[src/rtl/tlul_reg_responder.sv]
// tlul_reg_responder: TL-UL device endpoint turning one A/D transaction at a time into a req/ack register access.
// Ports:
//   clk_i, rst_i        clock, synchronous active-high reset
//   tl_i / tl_o         TL-UL A channel + d_ready in, D channel + a_ready out
//   req_o, we_o         register access request (held until ack_i), write flag
//   addr_o, wdata_o     word-aligned byte address, write data
//   be_o                byte enables from a_mask
//   ack_i, rdata_i      access complete, read data (valid with ack_i)
//   err_i               register-side error (valid with ack_i)
package tlul_pkg;
    localparam logic [2:0] PutFullData    = 3'h0;
    localparam logic [2:0] PutPartialData = 3'h1;
    localparam logic [2:0] Get            = 3'h4;
    localparam logic [2:0] AccessAck      = 3'h0;
    localparam logic [2:0] AccessAckData  = 3'h1;
    typedef struct packed {
        logic        a_valid;
        logic [2:0]  a_opcode;
        logic [2:0]  a_param;
        logic [1:0]  a_size;
        logic [7:0]  a_source;
        logic [31:0] a_address;
        logic [3:0]  a_mask;
        logic [31:0] a_data;
        logic        d_ready;
    } tlul_h2d_t;
    typedef struct packed {
        logic        d_valid;
        logic [2:0]  d_opcode;
        logic [2:0]  d_param;
        logic [1:0]  d_size;
        logic [7:0]  d_source;
        logic        d_sink;
        logic [31:0] d_data;
        logic [3:0]  d_user;
        logic        d_error;
        logic        a_ready;
    } tlul_d2h_t;
endpackage

module tlul_reg_responder #(
    parameter int RegAw         = 8,
    parameter int TimeoutCycles = 255
) (
    input  logic                  clk_i,
    input  logic                  rst_i,
    input  tlul_pkg::tlul_h2d_t   tl_i,
    output tlul_pkg::tlul_d2h_t   tl_o,
    output logic                  req_o,
    output logic                  we_o,
    output logic [RegAw-1:0]      addr_o,
    output logic [31:0]           wdata_o,
    output logic [3:0]            be_o,
    input  logic                  ack_i,
    input  logic [31:0]           rdata_i,
    input  logic                  err_i
);
    import tlul_pkg::*;

    // One-hot so a_ready, req_o and d_valid are each a single state flop.
    typedef enum logic [2:0] {
        IDLE   = 3'b001,
        ACCESS = 3'b010,
        RESP   = 3'b100
    } state_e;

    localparam logic [15:0] TimeoutLimit = 16'(TimeoutCycles);

    state_e            state_q, state_d;
    logic              we_q, we_d;
    logic [RegAw-1:0]  addr_q, addr_d;
    logic [31:0]       wdata_q, wdata_d;
    logic [3:0]        be_q, be_d;
    logic [1:0]        size_q, size_d;
    logic [7:0]        source_q, source_d;
    logic [2:0]        dop_q, dop_d;
    logic              err_q, err_d;
    logic [31:0]       data_q, data_d;
    logic [15:0]       cnt_q, cnt_d;

    logic              is_get, is_put, aligned, illegal;
    logic [3:0]        lanes;
    logic              unused_tl;

    assign unused_tl = ^{tl_i.a_param, tl_i.a_address[31:RegAw]};

    assign is_get  = tl_i.a_opcode == Get;
    assign is_put  = tl_i.a_opcode == PutFullData || tl_i.a_opcode == PutPartialData;
    assign lanes   = tl_i.a_size == 2'd0 ? 4'b0001 << tl_i.a_address[1:0] :
                     tl_i.a_size == 2'd1 ? 4'b0011 << tl_i.a_address[1:0] : 4'b1111;
    assign aligned = tl_i.a_size == 2'd0 ||
                     (tl_i.a_size == 2'd1 && !tl_i.a_address[0]) ||
                     (tl_i.a_size == 2'd2 && tl_i.a_address[1:0] == 2'b00);
    assign illegal = !(is_get || is_put) || tl_i.a_size > 2'd2 || !aligned ||
                     (tl_i.a_mask & ~lanes) != 4'b0000 ||
                     (tl_i.a_opcode == PutFullData && tl_i.a_mask != lanes) ||
                     tl_i.a_mask == 4'b0000;

    always_comb begin
        state_d  = state_q;
        we_d     = we_q;
        addr_d   = addr_q;
        wdata_d  = wdata_q;
        be_d     = be_q;
        size_d   = size_q;
        source_d = source_q;
        dop_d    = dop_q;
        err_d    = err_q;
        data_d   = data_q;
        cnt_d    = cnt_q;
        unique case (state_q)
            IDLE: begin
                if (tl_i.a_valid) begin
                    we_d     = is_put;
                    addr_d   = {tl_i.a_address[RegAw-1:2], 2'b00};
                    wdata_d  = tl_i.a_data;
                    be_d     = tl_i.a_mask;
                    size_d   = tl_i.a_size;
                    source_d = tl_i.a_source;
                    // Anything that is not a Put answers with data, so bad opcodes read as all-ones.
                    dop_d    = is_put ? AccessAck : AccessAckData;
                    err_d    = illegal;
                    data_d   = (illegal && !is_put) ? '1 : '0;
                    cnt_d    = '0;
                    state_d  = illegal ? RESP : ACCESS;
                end
            end
            ACCESS: begin
                cnt_d = cnt_q + 16'd1;
                // An ack in the final allowed cycle still wins over the timeout.
                if (ack_i) begin
                    err_d   = err_i;
                    data_d  = we_q ? '0 : (err_i ? '1 : rdata_i);
                    state_d = RESP;
                end else if (cnt_q + 16'd1 == TimeoutLimit) begin
                    err_d   = 1'b1;
                    data_d  = we_q ? '0 : '1;
                    state_d = RESP;
                end
            end
            RESP: begin
                if (tl_i.d_ready) state_d = IDLE;
            end
            default: state_d = IDLE;
        endcase
    end

    always_ff @(posedge clk_i) begin
        if (rst_i) begin
            state_q  <= IDLE;
            we_q     <= 1'b0;
            addr_q   <= '0;
            wdata_q  <= '0;
            be_q     <= '0;
            size_q   <= '0;
            source_q <= '0;
            dop_q    <= '0;
            err_q    <= 1'b0;
            data_q   <= '0;
            cnt_q    <= '0;
        end else begin
            state_q  <= state_d;
            we_q     <= we_d;
            addr_q   <= addr_d;
            wdata_q  <= wdata_d;
            be_q     <= be_d;
            size_q   <= size_d;
            source_q <= source_d;
            dop_q    <= dop_d;
            err_q    <= err_d;
            data_q   <= data_d;
            cnt_q    <= cnt_d;
        end
    end

    assign req_o   = state_q[1];
    assign we_o    = we_q;
    assign addr_o  = addr_q;
    assign wdata_o = wdata_q;
    assign be_o    = be_q;

    assign tl_o.a_ready  = state_q[0];
    assign tl_o.d_valid  = state_q[2];
    assign tl_o.d_opcode = dop_q;
    assign tl_o.d_param  = 3'b000;
    assign tl_o.d_size   = size_q;
    assign tl_o.d_source = source_q;
    assign tl_o.d_sink   = 1'b0;
    assign tl_o.d_data   = data_q;
    assign tl_o.d_user   = 4'b0000;
    assign tl_o.d_error  = err_q;
endmodule

[config.mk]
export PLATFORM = sky130hd
export DESIGN_NAME = tlul_reg_responder
export DESIGN_NICKNAME = d
export VERILOG_FILES = /design/src/rtl/tlul_reg_responder.sv
export SDC_FILE = /design/constraint.sdc
export NUM_CORES = 1
export LEC_CHECK = 0
export ABC_AREA = 1
export CAP_MARGIN = 20
export CORE_UTILIZATION = 35
export DETAILED_ROUTE_END_ITERATION = 16
export HOLD_SLACK_MARGIN = 0.05
export MAX_ROUTING_LAYER = met4
export PLACE_DENSITY_LB_ADDON = 0.15
export SLEW_MARGIN = 0
export SYNTH_ARGS = -nofsm -noshare
export SYNTH_HDL_FRONTEND = slang
export SYNTH_SLANG_ARGS = --single-unit
[constraint.sdc]
create_clock -name clk_i -period 4.69 [get_ports clk_i]
set_clock_uncertainty 0.1 [all_clocks]
set_input_delay 1.1725 -clock clk_i [delete_from_list [all_inputs] [get_ports clk_i]]
set_output_delay 1.1725 -clock clk_i [all_outputs]
set_load 0.1 [all_outputs]
==> results of run 1 <==
==> metrics by stage <==
step / setup WS (ns) / std cells / hold slack (ns) / util, % / cell area [um2]
2_1_floorplan: 1.70 / 797 / 0.353 / - / 5240
3_3_place_gp: 0.725 / 1116 / 0.354 / 48.9 / 7100
3_5_place_dp: 0.727 / 1116 / 0.361 / 48.9 / 7100
4_1_cts: 1.10 / 1132 / 0.372 / 50.8 / 7380
5_1_grt: 0.903 / 1132 / 0.400 / 50.8 / 7380
6_report: 1.12 / 1132 / 0.369 / 50.8 / 7380
==> routing by layer <==
metal	vias up	share of wire, %	global-route usage [%]
met1	2268	48	24.6
met2	147	43	27.1
met3	9	7.8	6.64
met5	-	0	-
met4	0	1.1	4.84
li1	2778	-	-
==> cell type report <==
class                           count  share of cell area, %
Multi-Input combinational cell    562                   34.6
Sequential cell                   106                   28.7
Timing Repair Buffer              195                   26.2
Inverter                           69                   3.51
Clock buffer                       11                   3.29
Tap cell                          184                   3.12
Clock inverter                      5                  0.508
==> cells by family (layout without fill, tap and decap cells) <==
kind of cell	Yosys count	count (layout)	synth area share [%]
adder cells (fa/ha/maj)	10	10	2.41
other	1	12	0.0721
flip-flops	106	106	40.8
AND/OR/NAND/NOR	391	391	31.2
AO/OA/AOI/OAI	149	149	14.6
buffers and inverters	129	280	11.0
==> sequential cells by signal, summed over array words and instances, names as in the netlist <==
name	cells
size_q	2
cnt_q	16
state_q	3
source_q	8
be_o	4
we_o	1
dop_q	1
wdata_o	32
addr_o	6
data_q	32
err_q	1
==> critical path, delay by kind of cell <==
kind	cells	cell delay [ns]
buf+inv	4	1.00
fa+ha+maj	2	0.54
compound gates	1	0.09
simple gates	9	0.88
==> power groups by stage <==
stage	registers [mW]	logic, mW	clock network [mW]
4_1_cts	1.09	1.67	0.752
5_1_grt	1.11	1.74	0.789
6_report	1.09	1.66	0.726
3_5_place_dp	1.11	1.67	0
2_1_floorplan	2.01	0.360	0
3_3_place_gp	1.11	1.67	0
==> worst paths after layout <==
kind	end	startpoint	slack (ns)	depth (start not counted)
max	data_q[28]	tl_i[38]	1.12	16
min	dop_q[0]	dop_q[0]	0.37	2
max reg2reg	data_q[24]	cnt_q[0]	1.79	15
min reg2reg	dop_q[0]	dop_q[0]	0.37	2
==> placed cells by master (no fill, tap or decap), types with 3 or more instances in the layout <==
cell / Yosys / final
clkbuf_16: 0 / 9
nand3_1: 56 / 56
inv_2: 1 / 3
clkdlybuf4s50_1: 0 / 184
inv_1: 66 / 65
a21oi_1: 53 / 53
dfxtp_1: 106 / 106
ha_1: 10 / 10
o22ai_1: 3 / 3
nor2_4: 3 / 4
buf_4: 14 / 10
nand4_1: 7 / 7
conb_1: 1 / 12
nand2_1: 141 / 141
nor2_1: 172 / 171
o21ai_0: 88 / 88
nand2_2: 4 / 4
==> reports/metrics.yaml, run 1 <==
status: "completed"
wire_per_inst_um: 12.5
tns_ns: 0
slew_viol_final: 0
ioPinCount: 224
hold_violations: 0
cts_setup_buffers: 0
maxSlewHeadroom_pct: 31.1
grt-ovfl-total: 0
antenna_left: 0
synthesis.instances: 786
ys_top_cells_by_count: "172 x nor2_1, 141 x nand2_1, 106 x dfxtp_1"
pwr-share-comb_pct: 47.8
slowest_stage: "clkdlybuf4s50_1"
synth_top_area_cell: "dfxtp_1"
p_seq_share_pct: 31.4
dpl.hpwl_um: 9410
ys_seq_area_share_pct: 40.8
fill_cells: 1481
drv_cap: 0
grt_first_pass_wirelength_um: 21900
num-nets-final: 1075
multi_input_area_mm2: 0.00256
netlist.area_leader.share_pct: 40.8
max_freq_mhz: 280
grt_max_degree: 60
initial_utilization_pct: 35.8
power_density_mw_per_mm2: 471
gp_congestion: 0.831
yosysMostFrequentCell: "nor2_1"
drt-total-wl_um: 14200
dieArea_mm2: 0.0153
clockBufferDepth: 2
crit_path_frequent_cell: "nand2_1"
cts.repair.resized: 0
rsz0062_at_grt: "no"
io_buffers: 184
crit_arrival_ns: 3.71
cts_tree: "done"
cpPeakStageDelay_ns: 0.53
intPower_mw: 1.79
yosys_register_bits: 106
min_period_ns: 3.57
seqCellArea_mm2: 0.00212
setup_viol: 0
hold_class: "register to register"
end_kind: "register"
clk_latency_ns: 0.35
synthFlopType: "dfxtp_1"
worst_pin_slew_ns: 1.03
cts_buffers: 9
switching_share_pct: 48.5
cts_num_sinks: 106
yosysUniqueCellTypes: 28
clk_pin_slew_ns: 0.07
p_total_mw: 3.48
drc: 0
peakVddDrop_v: 0.000242
leakage_nw: 3.16
critical_path.startpoint_type: "input port"
cp.required_ns: 4.83
drive_gt1_share_pct: 4.32
min_period_over_period_pct: 76.1
synth_edf_count: 0
firstDrtPassIters: 4
first_iter_violations: 281
root_buffer: "clkbuf_16"
path_max_fanout: 32
antenna_found_initial: 0
die_x_um: 124
crit_type: "input port to register"
async_flop_share_pct: 0
ys_warn_count: 0
cts_hold_buf: 0
diodes: 0
vias: 5202
syn_avg_cell_area_um2: 6.62
synth_area_leaders: "dfxtp_1 41%, nor2_1 12%, nand2_1 10%"
via_per_inst: 4.60
crit_path_cell_trace: "clkdlybuf4s50_1 -> inv_1 -> ha_1 -> o22ai_1 -> ha_1 -> nand2_1 -> nor2_1 -> nor3_1 -> nand3b_1 -> nand3_1 -> buf_4 -> nand2_1 -> inv_1 -> nand3_1 -> nand2_1 -> nor2_1"
p_clk_share_pct: 20.9
htreeDepth: 3
grt_usage_pct: 18.7
synthesis.area_mm2: 0.00520
rows: 44
fp.dieH_um: 124
area_growth_pct: 42.0
power_switching_mw: 1.69
grt_pass1_vias: 4457
core_area_mm2: 0.0145
(Power assumes the default switching activity.)
==> run 2: changes to the inputs <==
==> constraint.sdc (replaced) <==
create_clock -name clk_i -period 3.5 [get_ports clk_i]
set_clock_uncertainty 0.1 [all_clocks]
set_input_delay 0.875 -clock clk_i [delete_from_list [all_inputs] [get_ports clk_i]]
set_output_delay 0.875 -clock clk_i [all_outputs]
set_load 0.1 [all_outputs]
==> reports/metrics.yaml, run 2 (synthesis gave the netlist of run 1 again) <==
htreeDepth: 3  # unchanged
crit_arrival_ns: 3.23  # -0.48 ns
first_iter_violations: 384  # +37%
cts_setup_buffers: 0  # unchanged
dpl-instance-area_mm2: 0.00695  # -2.2%
dpl.hpwl_um: 9460  # +0.55%
ioPinCount: 224  # unchanged
cpPeakStageDelay_ns: 0.51  # -0.02 ns
leakage_nw: 3.36  # +6.0%
grt_first_pass_wirelength_um: 22500  # +2.9%
antenna_found_initial: 0  # unchanged
drive_gt1_share_pct: 14.1  # +9.8 points
wire_per_inst_um: 12.4  # -0.98%
critical_path.startpoint_type: "input port"
setup_viol: 0  # unchanged
hold_class: "register to register"
cts.repair.resized: 0  # unchanged
maxSlewHeadroom_pct: 45.9  # +15 points
grt_usage_pct: 19.1  # +0.35 points
clk_pin_slew_ns: 0.07  # about the same
area_growth_pct: 39.2
drv_cap: 0  # unchanged
status: "completed"
hold_violations: 0  # unchanged
power_density_mw_per_mm2: 645  # +37%
cts_tree: "done"
post-route-cell-area_mm2: 0.00724  # -1.9%
initial_utilization_pct: 35.8  # unchanged
crit_path_frequent_cell: "nand2_1"
antenna_left: 0  # unchanged
io_buffers: 184  # unchanged
path_max_fanout: 32  # unchanged
drc: 0  # unchanged
fill_cells: 1512  # +2.1%
layout_commonest_cell: "nor2_1"
rows: 44  # unchanged
crit_type: "input port to register"
die_x_um: 124  # unchanged
diodes: 0  # unchanged
clockBufferDepth: 2  # unchanged
clk_latency_ns: 0.35  # about the same
grt_pass1_vias: 4634  # +4.0%
cp.depth: 16  # unchanged
slew_viol_final: 0  # unchanged
vias: 5255  # +1.0%
cts_num_sinks: 106  # unchanged
grt_max_degree: 68  # +13%
gp_congestion: 0.800  # -3.8%
core_area_mm2: 0.0145  # unchanged
grt-ovfl-total: 0  # unchanged
firstDrtPassIters: 4  # unchanged
critPathBufInv: 4  # unchanged
min_period_over_period_pct: 87.0
final_cell_mix: "171 x nor2_1, 141 x nand2_1, 106 x dfxtp_1"
rsz0062_at_grt: "no"
num-nets-final: 1079  # +0.37%
path_delay_family: "buffers and inverters"
max_freq_mhz: 328
root_buffer: "clkbuf_16"
via_per_inst: 4.63  # +0.75%
drt-total-wl_um: 14100  # -0.71%
fp.dieH_um: 124  # unchanged
peakVddDrop_v: 0.000308  # +27%
cts_hold_buf: 0  # unchanged
reg2regPathDepth: 15  # unchanged
crit_path_cell_trace: "clkdlybuf4s50_1 -> inv_1 -> ha_1 -> o22ai_1 -> ha_1 -> nand2_1 -> nor2_1 -> nor3_1 -> nand3b_1 -> nand3_1 -> buf_12 -> nand2_1 -> inv_1 -> nand3_1 -> nand2_1 -> nor2_1"
tns_ns: 0  # unchanged
min_period_ns: 3.04
rrSetupSlack_ns: 1.11  # -0.68 ns
slowest_stage: "clkdlybuf4s50_1"
end_kind: "register"
hold_depth: 2  # unchanged
worst_pin_slew_ns: 0.811  # -0.219 ns
cts_buffers: 9  # unchanged
cp.required_ns: 3.68  # -1.15 ns
dieArea_mm2: 0.0153  # unchanged
run 2: cell count changes in the layout (fill, tap and decap cells not counted), sizes merged:
cell	previous run	this run
bufinv	0	1
clkdlybuf4s50	184	94
clkinv	3	2
clkinvlp	2	1
buf	11	105
run 2: metal layers:
metal / wire (um) / vias to the layer above / global-route usage, % / part of all wire [%]
met5: 0 / - / - / 0
met2: 6040 / 154 / 27.5 / 43
met1: 6750 / 2290 / 25.4 / 48
met3: 1040 / 12 / 5.45 / 7.4
met4: 222 / 0 / 6.62 / 1.6
li1: - / 2799 / - / -
run 2: path summary, 6_finish.rpt:
| check | to | start |
|---|---|---|
| setup / recovery | data_q[5] | tl_i[37] |
| hold / removal | dop_q[0] | dop_q[0] |
| setup reg to reg | data_q[18] | cnt_q[0] |
| hold reg to reg | dop_q[0] | dop_q[0] |
run 2: worst register-to-register path, cell delays in order, from the launching register on:
cell and delay, ns:
dfxtp_1 0.44, ha_1 0.24, nand2_2 0.10, nor2_4 0.17, nand2_1 0.07, nand2_1 0.06
nand2_1 0.06, nor2_1 0.13, nand2_1 0.07, nor2_1 0.08, nand3_1 0.11, nand2_2 0.13
buf_12 0.27, nand3_1 0.16, nand2_1 0.08, nor2_1 0.03
run 2: metrics by stage:
step / total power [mW] / util [%] / std cells / setup WS, ns / hold slack, ns
after floorplan: 3.18 / - / 797 / 0.805 / 0.353
after global placement: 3.68 / 47.8 / 1120 / 0.120 / 0.357
after detailed placement: 3.68 / 47.8 / 1120 / 0.0838 / 0.365
after CTS: 4.73 / 49.8 / 1135 / 0.454 / 0.375
after global routing: 4.90 / 49.8 / 1135 / 0.279 / 0.403
final: 4.67 / 49.8 / 1135 / 0.455 / 0.375
run 2: final cells by class:
type | instances | area [um2] | share of cell area, %
multi-input combinational | 562 | 2560 | 35.3
clock inverter | 4 | 51.3 | 0.708
inverter | 69 | 259 | 3.58
tap | 184 | 230 | 3.18
clock buffer | 11 | 243 | 3.35
timing repair buffer | 199 | 1780 | 24.6
sequential | 106 | 2120 | 29.3
run 2: report_power, final:
group / internal [mW] / switching (mW)
Combinational: 0.474 / 1.71
Clock: 0.572 / 0.448
Sequential: 1.38 / 0.0865
Total: 2.42 / 2.24
